<file path="src/rtl/if_stage_pkg.sv">
// Shared types and constants for the RV32 instruction fetch stage.
package if_stage_pkg;

  // Fetch sequencer states.
  typedef enum logic [1:0] {
    FETCH = 2'd0,
    WAIT  = 2'd1,
    DRAIN = 2'd2,
    HOLD  = 2'd3
  } fetch_state_e;

  // addi x0,x0,0 -- the canonical bubble encoding.
  localparam logic [31:0] NOP_INST = 32'h0000_0013;

  // Clears the byte offset so every fetch address is word aligned.
  function automatic logic [31:0] word_align(input logic [31:0] addr);
    return {addr[31:2], 2'b00};
  endfunction

endpackage

</file>
<file path="src/rtl/if_id_pipe_reg.sv">
// IF/ID pipeline register: flush beats hold, hold beats load, otherwise bubble.
module if_id_pipe_reg #(
  parameter logic [31:0] NOP_INST = if_stage_pkg::NOP_INST
) (
  input  logic        clk,
  input  logic        rst,
  input  logic        flush,
  input  logic        hold,
  input  logic        load,
  input  logic [31:0] load_ir,
  input  logic [31:0] load_pc,
  output logic [31:0] if_id_IR,
  output logic [31:0] if_id_PC,
  output logic [31:0] if_id_NPC,
  output logic        if_id_valid_inst
);

  // Register update; PC/NPC are left untouched by flush and bubble.
  always_ff @(posedge clk) begin
    if (rst) begin
      if_id_IR         <= NOP_INST;
      if_id_PC         <= 32'h0000_0000;
      if_id_NPC        <= 32'h0000_0000;
      if_id_valid_inst <= 1'b0;
    end else if (flush) begin
      if_id_IR         <= NOP_INST;
      if_id_valid_inst <= 1'b0;
    end else if (hold) begin
      if_id_IR         <= if_id_IR;
      if_id_valid_inst <= if_id_valid_inst;
    end else if (load) begin
      if_id_IR         <= load_ir;
      if_id_PC         <= load_pc;
      if_id_NPC        <= load_pc + 32'd4;
      if_id_valid_inst <= 1'b1;
    end else begin
      if_id_IR         <= NOP_INST;
      if_id_valid_inst <= 1'b0;
    end
  end

endmodule

</file>
<file path="src/rtl/if_stage_chk.sv">
// Protocol checker for the fetch stage's instruction-memory interface.
module if_stage_chk
  import if_stage_pkg::*;
(
  input logic         clk,
  input logic         rst,
  input fetch_state_e state,
  input logic         imem_req,
  input logic         imem_rvalid
);

  logic abandoned_r;

  // Remembers a request orphaned by reset so its late response is tolerated once.
  always_ff @(posedge clk) begin
    if (imem_rvalid) begin
      abandoned_r <= 1'b0;
    end else if (rst) begin
      abandoned_r <= abandoned_r | (state == WAIT) | (state == DRAIN);
    end else begin
      abandoned_r <= abandoned_r;
    end
  end

  a_rvalid_needs_outstanding: assert property (@(posedge clk) disable iff (rst)
    imem_rvalid |-> ((state == WAIT) || (state == DRAIN) || abandoned_r))
    else $error("if_stage: imem_rvalid with no request outstanding");

  a_req_only_in_fetch: assert property (@(posedge clk) disable iff (rst)
    imem_req |-> (state == FETCH))
    else $error("if_stage: imem_req outside FETCH");

endmodule

</file>
<file path="src/rtl/if_stage.sv">
// RV32 instruction fetch stage: owns the PC, keeps one imem request in flight,
// buffers a response during a decode stall and squashes wrong-path fetches.
module if_stage
  import if_stage_pkg::*;
#(
  parameter logic [31:0] RESET_PC = 32'h0000_0000,
  parameter logic [31:0] NOP_INST = if_stage_pkg::NOP_INST
) (
  input  logic        clk,
  input  logic        rst,
  input  logic        id_hazard_flag,
  input  logic        ex_take_branch,
  input  logic [31:0] ex_target_pc,
  output logic        imem_req,
  output logic [31:0] imem_addr,
  input  logic        imem_ready,
  input  logic        imem_rvalid,
  input  logic [31:0] imem_rdata,
  output logic [31:0] if_id_IR,
  output logic [31:0] if_id_PC,
  output logic [31:0] if_id_NPC,
  output logic        if_id_valid_inst
);

  fetch_state_e state_r;
  logic [31:0]  pc_r;
  logic [31:0]  fetch_pc_r;
  logic [31:0]  buf_ir_r;
  logic [31:0]  buf_pc_r;

  logic         accept_s;
  logic         rsp_load_s;
  logic         rsp_buf_s;
  logic         buf_load_s;
  logic         load_s;
  logic [31:0]  load_ir_s;
  logic [31:0]  load_pc_s;
  logic [31:0]  target_s;

  assign imem_addr = pc_r;
  assign target_s  = word_align(ex_target_pc);
  assign load_s    = rsp_load_s | buf_load_s;
  assign load_ir_s = buf_load_s ? buf_ir_r : imem_rdata;
  assign load_pc_s = buf_load_s ? buf_pc_r : fetch_pc_r;

  // Per-state event strobes; a redirect suppresses every other event.
  always_comb begin
    imem_req   = 1'b0;
    accept_s   = 1'b0;
    rsp_load_s = 1'b0;
    rsp_buf_s  = 1'b0;
    buf_load_s = 1'b0;
    if (rst) begin
      imem_req = 1'b0;
    end else begin
      case (state_r)
        FETCH: begin
          imem_req = ~ex_take_branch;
          accept_s = ~ex_take_branch & imem_ready;
        end
        WAIT: begin
          rsp_load_s = imem_rvalid & ~ex_take_branch & ~id_hazard_flag;
          rsp_buf_s  = imem_rvalid & ~ex_take_branch & id_hazard_flag;
        end
        HOLD: begin
          buf_load_s = ~ex_take_branch & ~id_hazard_flag;
        end
        default: begin
          imem_req = 1'b0;
        end
      endcase
    end
  end

  // Fetch sequencer: PC, in-flight address, stall buffer and state.
  always_ff @(posedge clk) begin
    if (rst) begin
      state_r    <= FETCH;
      pc_r       <= RESET_PC;
      fetch_pc_r <= 32'h0000_0000;
      buf_ir_r   <= 32'h0000_0000;
      buf_pc_r   <= 32'h0000_0000;
    end else begin
      case (state_r)
        FETCH: begin
          if (ex_take_branch) begin
            pc_r <= target_s;
          end else if (accept_s) begin
            fetch_pc_r <= pc_r;
            pc_r       <= pc_r + 32'd4;
            state_r    <= WAIT;
          end
        end
        WAIT: begin
          if (ex_take_branch) begin
            pc_r    <= target_s;
            state_r <= imem_rvalid ? FETCH : DRAIN;
          end else if (rsp_buf_s) begin
            buf_ir_r <= imem_rdata;
            buf_pc_r <= fetch_pc_r;
            state_r  <= HOLD;
          end else if (rsp_load_s) begin
            state_r <= FETCH;
          end
        end
        DRAIN: begin
          if (ex_take_branch) begin
            pc_r <= target_s;
          end
          if (imem_rvalid) begin
            state_r <= FETCH;
          end
        end
        HOLD: begin
          if (ex_take_branch) begin
            pc_r    <= target_s;
            state_r <= FETCH;
          end else if (buf_load_s) begin
            state_r <= FETCH;
          end
        end
        default: begin
          state_r <= FETCH;
        end
      endcase
    end
  end

  if_id_pipe_reg #(
    .NOP_INST(NOP_INST)
  ) u_if_id (
    .clk             (clk),
    .rst             (rst),
    .flush           (ex_take_branch),
    .hold            (id_hazard_flag),
    .load            (load_s),
    .load_ir         (load_ir_s),
    .load_pc         (load_pc_s),
    .if_id_IR        (if_id_IR),
    .if_id_PC        (if_id_PC),
    .if_id_NPC       (if_id_NPC),
    .if_id_valid_inst(if_id_valid_inst)
  );

  if_stage_chk u_chk (
    .clk        (clk),
    .rst        (rst),
    .state      (state_r),
    .imem_req   (imem_req),
    .imem_rvalid(imem_rvalid)
  );

endmodule

</file>
<file path="config.mk">
export PLATFORM = sky130hd
export DESIGN_NAME = if_stage
export DESIGN_NICKNAME = d
export VERILOG_FILES = /design/src/rtl/if_stage_pkg.sv /design/src/rtl/if_id_pipe_reg.sv /design/src/rtl/if_stage_chk.sv /design/src/rtl/if_stage.sv
export SDC_FILE = /design/constraint.sdc
export NUM_CORES = 1
export LEC_CHECK = 0
export CAP_MARGIN = 0
export CELL_PAD_IN_SITES_DETAIL_PLACEMENT = 1
export CELL_PAD_IN_SITES_GLOBAL_PLACEMENT = 2
export CORE_ASPECT_RATIO = 2
export CORE_MARGIN = 4
export CORE_UTILIZATION = 35
export DETAILED_ROUTE_END_ITERATION = 8
export DONT_BUFFER_PORTS = 1
export PLACE_DENSITY_LB_ADDON = 0.1
export RECOVER_POWER = 100
export SYNTH_ARGS = -nofsm -noshare
export SYNTH_HDL_FRONTEND = slang
export SYNTH_HIERARCHICAL = 1
export SYNTH_SLANG_ARGS = --single-unit
export TNS_END_PERCENT = 5
</file>
<file path="constraint.sdc">
create_clock -name clk -period 4.5 [get_ports clk]
set_clock_uncertainty 0.1 [all_clocks]
set_input_delay 0.675 -clock clk [delete_from_list [all_inputs] [get_ports clk]]
set_output_delay 0.675 -clock clk [all_outputs]
set_load 0.02 [all_outputs]
</file>
# Yosys cells after proc, flatten, opt, wreduce, memory -nomap -nowiden
# Index checks and enable logic that the tools add are counted.
# totals
mem_bits_rw	0
latch_bits	0
in_bits	70
out_inout_bits	130
romBits	0
mem_count	0
ff_bits	227
word_cells	65
# classes
shift	0
div	0
n_bitwise	8
mux	28
eq_ne	10
order_cmp	0
addsub	2
mul	0
reduce_logical	8
# ops
operator	n
$mux W32	6
$add A32 B3 Y32 const B	2
$pmux W32 S2	1
$mux W2	9
$mux W1	11
$reduce_and A3 Y1	3
$pmux W2 S4	1
$ne A2 B2 Y1 const B	3
$ne A3 B3 Y1 const B	2
$and A1 B1 Y1	5
$reduce_and A5 Y1	1
$eq A2 B2 Y1 const B	2
$ne A4 B4 Y1 const B	1
$reduce_or A3 Y1	1
$eq A2 B1 Y1 const B	1
$logic_not A2 Y1	1
$ne A2 B1 Y1 const B	1
$not A1 Y1	2
$reduce_and A2 Y1	1
$reduce_or A2 Y1	1
$or A1 B1 Y1	1

# Depth between registers and ports, before layout
# Gate-level depths: netlist of the first run.
# logic_depth
ltp_word	9
depth_mapped	11
mapped_depth_nobuf	8

# Modules after synthesis
# Netlist of the first run, hierarchy kept.
# by_module_without_submodules
module	area_each_um2	instances	cells_per_inst	seq_area_each_um2
if_stage	6158.4	1	768	2482.4
if_id_pipe_reg	3867.5	1	454	1901.8

# Worst setup path after synthesis of the first run
# OpenSTA, ideal clock, no wires.
# synth_timing
path_type	input to register
start	input port ex_take_branch
end	register u_if_id.if_id_NPC[28]
stages	10
arrival_ns	3.119
path_buffers	2
t_required_ns	4.309
path_slack_ns	1.190
setup_ns	0.091
path_cell_list	clkbuf_1 > nor2b_1 > nand3_1 > clkbuf_1 > mux2_2 > ha_1 > and4_1 > nand4_4 > or4_1 > a311oi_1
# synth_rtl
element	line	rtl
start: declaration	if_stage.sv:12	input logic ex_take_branch,
$not A1 Y1 (no source line)	n/a	
$and A1 B1 Y1	if_stage.sv:66	buf_load_s = ~ex_take_branch & ~id_hazard_flag;
$mux W1	if_stage.sv:56	case (state_r)
$mux W1	if_stage.sv:53	if (rst) begin
$mux W32	if_stage.sv:44	assign load_pc_s = buf_load_s ? buf_pc_r : fetch_pc_r;
net load_pc_s[2]	if_stage.sv:37	logic [31:0] load_pc_s;
$add A32 B3 Y32	if_id_pipe_reg.sv:34	if_id_NPC <= load_pc + 32'd4;
end signal: assignment	if_id_pipe_reg.sv:34	
end: declaration	if_id_pipe_reg.sv:14	output logic [31:0] if_id_NPC,
# The timed path passes the listed nets, and every way through them passes these cells.
# A chain may end at the register's enable or synchronous reset.

# Worst setup path in the final report of the first run
# layout_timing
start	register state_r[1]
end	register buf_ir_r[9]
# layout_via
elab_chain_len	4
# layout_lines
element	line	rtl
start: declaration	if_stage.sv:25	fetch_state_e state_r;
start signal: assignment	if_stage.sv:97	state_r <= imem_rvalid ? FETCH : DRAIN;
$eq A2 B1 Y1 (*)	if_stage.sv:56, if_stage.sv:84	
$mux W1	if_stage.sv:56	
$mux W1	if_stage.sv:53	
$reduce_and A3 Y1 (no source line) (*)	n/a	
end signal: assignment	if_stage.sv:99	buf_ir_r <= imem_rdata;
end: declaration	if_stage.sv:28	logic [31:0] buf_ir_r;
# Mark *: on every way between the ends. The rest lies on a longest branch, timed or not.

==> impl_metrics.py, run 1 <==
metrics = {
    "power_and_ir_drop": {
        "vdd_ir_drop_max_v": 0.000218,
        "power_density_nw_per_um2": 373,
        "p_leak_nw": 3.38,
    },
    "placement": {
        "portBuffers": 0,
        "dp.cells": 1496,
        "dpl.hpwl_um": 22200,
        "place_congestion": 0.823,
    },
    "yosys": {
        "ys_seq_area_frac": 0.437,
        "yosysWarnings": 6,
        "synth_fa_ha_area_frac": 0.00250,
        "ys_top_cells_by_area": "dfxtp_1, nand2_1, mux2_2",
        "postSynthCellCount": 1222,
        "synth_xor_area_frac": 0.0114,
        "synth_top_area_cell": "dfxtp_1",
        "synth_top_family_by_area": "simple AND/OR/NAND/NOR gates",
        "synth-simple-area-share": 0.245,
        "ys_ff_latch": 219,
        "ys_types": 72,
        "synth_top_area_frac": 0.437,
        "async_reset_ff_frac": 0,
        "synth_edf_count": 0,
        "synth_mux_area_frac": 0.0696,
        "ys.flop_type": "dfxtp_1",
        "netlist_area_um2": 10000,
        "synth_compound_area_frac": 0.181,
        "avgSynthCellArea_um2": 8.20,
    },
    "floorplanning": {
        "initial_core_util": 0.356,
        "rows": 87,
        "pin_count": 200,
        "fp.dieH_um": 247,
        "die_area_um2": 31600,
        "die_w_um": 128,
        "core_area_um2": 28200,
    },
    "sta": {
        "finalCriticalPeriod_ps": 3530,
        "worst_pin_slew_ps": 1770,
        "finalSetupTns_ps": 0,
        "fmax_mhz": 283,
        "final.period_utilization": 0.785,
        "hold_slack_ps": 144,
        "hold_viol_final": 0,
        "rsz0062_at_grt": "no",
        "setup_viol": 0,
        "slew_headroom": -0.180,
        "slew_viol_final": 72,
    },
    "clock_tree": {
        "numCtsBuffers": 22,
        "cts_resized": 0,
        "cts_sinks": 219,
        "clk_pin_slew_ps": 70,
        "clockBufferDepth": 3,
        "clkLatencyLatePin_ps": 510,
        "root_buffer": "clkbuf_16",
        "post_cts_buffers": 0,
        "cts_tree": "done",
        "h-tree-depth": 1,
        "cts_hold_buf": 0,
    },
    "layout": {
        "multiInputGateArea_um2": 5140,
        "antenna_cells": 0,
        "final-seq-area_um2": 4380,
        "layout_common_cells": "nand2_1, dfxtp_1, a21oi_1, nor2_1, mux2_2",
        "fin_cells": 1532,
        "nets": 1236,
        "nFillCells": 3383,
        "drive_gt1_frac": 0.0952,
        "final_common_cell": "nand2_1",
        "area_growth_pct": 7.43,
    },
    "worst_hold_path": {
        "min_to": "buf_ir_r[21]",
        "min_path_type": "input pin to register",
        "worst_hold_startpoint": "rst",
        "whs_path_depth": 1,
    },
    "detailed_routing": {
        "wirelength_um": 32300,
        "ant_nets": 0,
        "drc": 0,
        "wl_per_cell_um": 21.1,
        "via_per_inst": 5.58,
        "dr.pass1.iters": 6,
        "drtIter0Drc": 352,
        "num_vias": 8550,
    },
    "critical_path": {
        "worstPathRequired_ps": 4840,
        "cp_slowest_stage_delay_ps": 1250,
        "worstSetupPathType": "register to register",
        "worstPathMaxFanout": 32,
        "cp_cell_sequence": "or3_1 -> clkbuf_1 -> nand2_1 -> a21oi_1",
        "rr_startpoint": "state_r[1]",
        "path_buf_inv": 1,
        "crit_arrival_ps": 3870,
        "cp-start-kind": "register",
        "critPathLaunch": "state_r[1]",
        "endpoint_kind": "register",
        "reg2regPathDepth": 4,
        "cpLargestDelayFamily": "buffers and inverters",
        "worst_r2r_endpoint": "buf_ir_r[9]",
        "r2r_setup_slack_ps": 970,
        "crit_slowest_cell": "clkbuf_1",
    },
    "grt": {
        "antenna_found_initial": 0,
        "grt_pass1_wl_um": 50800,
        "grt_max_degree": 160,
        "grt_pass1_vias": 8678,
        "overflow": 0,
        "grt_usage": 0.200,
    },
    "run_status": {
        "status": "finished, violations left",
        "failed_checks": "max-capacitance violations, max-slew violations",
    },
    "run": {
        "max_cap_viol_count": 2,
    },
}
routing by layer:
metal / up-vias / wire length, um / global-route usage
li1: 4227 / - / -
met1: 4089 / 13000 / 0.234
met2: 184 / 16800 / 0.362
met3: 50 / 1530 / 0.0355
met4: 0 / 1020 / 0.0703
met5: - / 0 / 0
kinds of logic after synthesis:
kind of cell | Yosys count
and+or+nand+nor | 528
AOI/OAI and AO/OA | 288
DFF | 219
buffers and inverters | 109
muxes | 62
xor gates and xnor gates | 13
adders and majority gates | 2
other | 1
area by class of cell:
cell class              instances  share of cell area
clock buffers                  31              0.0590
multi-input cells             897               0.478
well taps                     356              0.0414
inverters                       9             0.00314
repair buffers                 15             0.00929
flip-flops and latches        219               0.407
clock inverters                 5             0.00256
power by group:
group	total (mW)	internal [mW]	switching [mW]	leakage (nW)
registers	2.07	1.97	0.0939	1.77
logic	0.197	0.0748	0.123	1.28
clock network	1.76	0.979	0.779	0.327
total	4.02	3.03	0.995	3.38
worst register-to-register path: stages, from the launching register on:
cell and delay, ps:
dfxtp_1 780, or3_1 970, clkbuf_1 1260, nand2_1 150, a21oi_1 200
synth_stat cells, types with 12 or more instances:
master and count:
nand2_1 295, dfxtp_1 219, a21oi_1 109, nor2_1 79, clkbuf_1 68, mux2_2 62
o21ai_0 54, a22oi_1 29, nand3_1 21, a311oi_1 20, nand4_1 20, a211oi_1 18
and4_1 17, nor3_1 16, nor4_1 15, or4_1 12
per-stage QoR:
stage / total power [mW] / instance area, um2 / setup slack (ps) / utilization
after floorplan: 2.27 / 10000 / 1190 / -
after global placement: 2.31 / 10100 / 1100 / 0.360
after detailed placement: 2.31 / 10100 / 1040 / 0.360
after CTS: 4.10 / 10800 / 1010 / 0.383
after global routing: 4.19 / 10800 / 562 / 0.382
final: 4.02 / 10800 / 967 / 0.382
registers in the layout (all words and copies together), names as in the netlist:
signal / count
u_if_id/if_id_NPC: 30
u_if_id/if_id_valid_inst: 1
imem_addr: 30
u_if_id/if_id_IR: 32
state_r: 2
buf_ir_r: 32
fetch_pc_r: 30
buf_pc_r: 30
u_if_id/if_id_PC: 32
how the worst max path moves through the flow:
stage | cells after the start | end | slack [ps]
after detailed placement | 8 | u_if_id/if_id_NPC[25] | 1040
after global routing | 4 | buf_ir_r[9] | 560
final | 4 | buf_ir_r[9] | 970
after global placement | 8 | u_if_id/if_id_NPC[28] | 1100
after CTS | 8 | u_if_id/if_id_NPC[25] | 1010
after floorplan | 10 | u_if_id/if_id_NPC[28] | 1190
No activity file was read; power rests on OpenSTA's default activity.
==> run 2, diff against run 1 <==
--- a/config.mk
+++ b/config.mk
@@ -5,12 +5,13 @@
 export SDC_FILE = /design/constraint.sdc
 export NUM_CORES = 1
 export LEC_CHECK = 0
+export ABC_AREA = 1
 export CAP_MARGIN = 0
 export CELL_PAD_IN_SITES_DETAIL_PLACEMENT = 1
 export CELL_PAD_IN_SITES_GLOBAL_PLACEMENT = 2
 export CORE_ASPECT_RATIO = 2
 export CORE_MARGIN = 4
-export CORE_UTILIZATION = 35
+export CORE_UTILIZATION = 31
 export DETAILED_ROUTE_END_ITERATION = 8
 export DONT_BUFFER_PORTS = 1
 export PLACE_DENSITY_LB_ADDON = 0.1
==> constraint.sdc (replaced) <==
create_clock -name clk -period 2.99 [get_ports clk]
set_clock_uncertainty 0.1 [all_clocks]
set_input_delay 0.4485 -clock clk [delete_from_list [all_inputs] [get_ports clk]]
set_output_delay 0.4485 -clock clk [all_outputs]
set_load 0.02 [all_outputs]
==> impl_metrics.py, run 2 <==
metrics = {
    "yosys": {
        "ys_types": 35,
        "ys_top_cells_by_area": "dfxtp_1, nand2_1, a21oi_1",
        "synth_edf_count": 0,
        "async_reset_ff_frac": 0,
        "netlist_area_um2": 10400,
        "synth.most_common_cell": "nand2_1",
        "avgSynthCellArea_um2": 6.58,
        "ys_ff_latch": 219,
        "postSynthCellCount": 1586,
        "synth_top_area_frac": 0.420,
        "yosysWarnings": 6,
        "ys_seq_area_frac": 0.420,
        "synth_top_area_cell": "dfxtp_1",
        "ys.flop_type": "dfxtp_1",
        "synth.top_cells.by_count": "nand2_1, dfxtp_1, nor2_1",
    },
    "sta": {
        "fmax_mhz": 366,
        "worst_pin_slew_ps": 1250,
        "hold_slack_ps": 25.7,
        "setup_slack_ps": 256,
        "rsz0062_at_grt": "no",
        "finalCriticalPeriod_ps": 2730,
        "slew_viol_final": 0,
        "slew_headroom": 0.169,
        "final.period_utilization": 0.914,
        "hold_viol_final": 0,
        "setup_viol": 0,
        "finalSetupTns_ps": 0,
    },
    "layout": {
        "layout_common_cells": "nand2_1, dfxtp_1, o21ai_0, nor2_1, a21oi_1",
        "fin_cells": 2021,
        "final_area_um2": 11800,
        "fin_util": 0.357,
        "nets": 1645,
        "antenna_cells": 0,
        "final_common_cell": "nand2_1",
        "final-seq-area_um2": 4380,
        "reg_top3": "buf_ir_r: 32 flops, u_if_id/if_id_IR: 32 flops, u_if_id/if_id_PC: 32 flops",
        "drive_gt1_frac": 0.0573,
        "multiInputGateArea_um2": 4990,
        "nFillCells": 4292,
        "area_growth_pct": 13.1,
    },
    "power_and_ir_drop": {
        "vdd_ir_drop_max_v": 0.000496,
        "power_mw": 6.65,
        "power.switching_mw": 1.67,
        "intPower_mw": 4.98,
        "power_frac_seq": 0.467,
        "clock_power_share": 0.462,
        "p_leak_nw": 4.55,
        "swShare": 0.252,
        "power_density_nw_per_um2": 563,
        "p_comb_frac": 0.071,
    },
    "grt": {
        "grt_max_degree": 100,
        "grt_pass1_vias": 10000,
        "antenna_found_initial": 0,
        "overflow": 0,
        "grt_usage": 0.194,
        "grt_pass1_wl_um": 56700,
    },
    "detailed_routing": {
        "num_vias": 10000,
        "wl_per_cell_um": 17.8,
        "wirelength_um": 36000,
        "drtIter0Drc": 296,
        "dr.pass1.iters": 4,
        "ant_nets": 0,
        "via_per_inst": 4.95,
        "drc": 0,
    },
    "run_status": {
        "status": "completed",
    },
    "critical_path": {
        "r2r_setup_slack_ps": 260,
        "worstSetupPathType": "register to register",
        "worstPathMaxFanout": 46,
        "endpoint_kind": "register",
        "cp-start-kind": "register",
        "crit_arrival_ps": 3030,
        "worstPathRequired_ps": 3290,
    },
    "clock_tree": {
        "cts_hold_buf": 22,
        "cts_resized": 0,
        "clockBufferDepth": 3,
        "h-tree-depth": 1,
        "cts_sinks": 219,
        "clk_pin_slew_ps": 60,
        "post_cts_buffers": 0,
        "numCtsBuffers": 23,
        "cts_tree": "done",
        "clkLatencyLatePin_ps": 520,
        "root_buffer": "clkbuf_16",
    },
    "placement": {
        "dp.cells": 1958,
        "place_congestion": 0.784,
        "place_ws_ps": 239,
        "dpl.hpwl_um": 26000,
        "portBuffers": 0,
        "place_area_um2": 10800,
    },
    "run": {
        "max_cap_viol_count": 0,
    },
    "floorplanning": {
        "die_w_um": 138,
        "fp.dieH_um": 268,
        "pin_count": 200,
        "die_area_um2": 36900,
        "rows": 94,
        "initial_core_util": 0.316,
        "core_area_um2": 33000,
    },
    "worst_hold_path": {
        "min_path_type": "input pin to register",
    },
}
==> run 2: cell types whose count changed after synthesis, sizes merged, moves of 29 or more <==
cell   previous run  this run
a21oi           109       166
a22oi            29         0
inv               9       167
mux2             62         0
nand2           295       411
nand3            23        91
nor2             79       196
o21ai            55       190
==> run 2: layout make-up <==
type | count | area share
Inverter | 167 | 0.0531
Sequential cell | 219 | 0.371
Clock inverter | 8 | 0.0101
Multi-Input combinational cell | 1111 | 0.422
Clock buffer | 33 | 0.0578
Timing Repair Buffer | 51 | 0.0398
Tap cell | 432 | 0.0458
==> run 2: critical path, cell delays in order (launching register included) <==
cell     delay (ps)
dfxtp_1         440
nand3_1         190
nor2_4          250
buf_12          230
nand2_1          60
o21ai_0         190
buf_4           210
nand2_1          90
nor2_2          130
nand2_4         110
nor2_1          310
a21oi_1         120
nor2_1          110
nor2_1           40
==> run 2: path summary, 6_finish.rpt <==
check	startpoint	endpoint	cells after the start
max reg2reg	state_r[0]	u_if_id/if_id_NPC[30]	13
min	imem_rdata[16]	buf_ir_r[16]	2
min reg2reg	buf_ir_r[15]	buf_ir_r[15]	2
max	state_r[0]	u_if_id/if_id_NPC[30]	13
==> run 2: power by group through the flow <==
stage                     Combinational (mW)  Clock [mW]  Sequential (mW)
after floorplan                        0.338           0             3.14
after global placement                 0.418           0             3.17
after global routing                   0.544        3.33             3.12
after CTS                              0.492        3.20             3.11
after detailed placement               0.428           0             3.17
final                                  0.473        3.07             3.10
==> run 2: per-layer routing <==
| layer | vias up | GRT usage | part of all wire |
|---|---|---|---|
| met4 | 0 | 0.0497 | 0.022 |
| li1 | 5044 | - | - |
| met5 | - | 0 | 0 |
| met1 | 4775 | 0.218 | 0.39 |
| met2 | 157 | 0.371 | 0.55 |
| met3 | 37 | 0.0336 | 0.044 |
==> run 2: cell families (layout without fill, tap and decap cells) <==
family / after synthesis / after routing / synth area share
simple gates: 717 / 717 / 0.282
compound gates: 382 / 382 / 0.188
buf+inv: 259 / 259 / 0.102
flops: 219 / 219 / 0.420
xor+xnor: 6 / 6 / 0.00503
fa+ha+maj: 2 / 2 / 0.00240
other cells: 1 / 4 / 0.000359
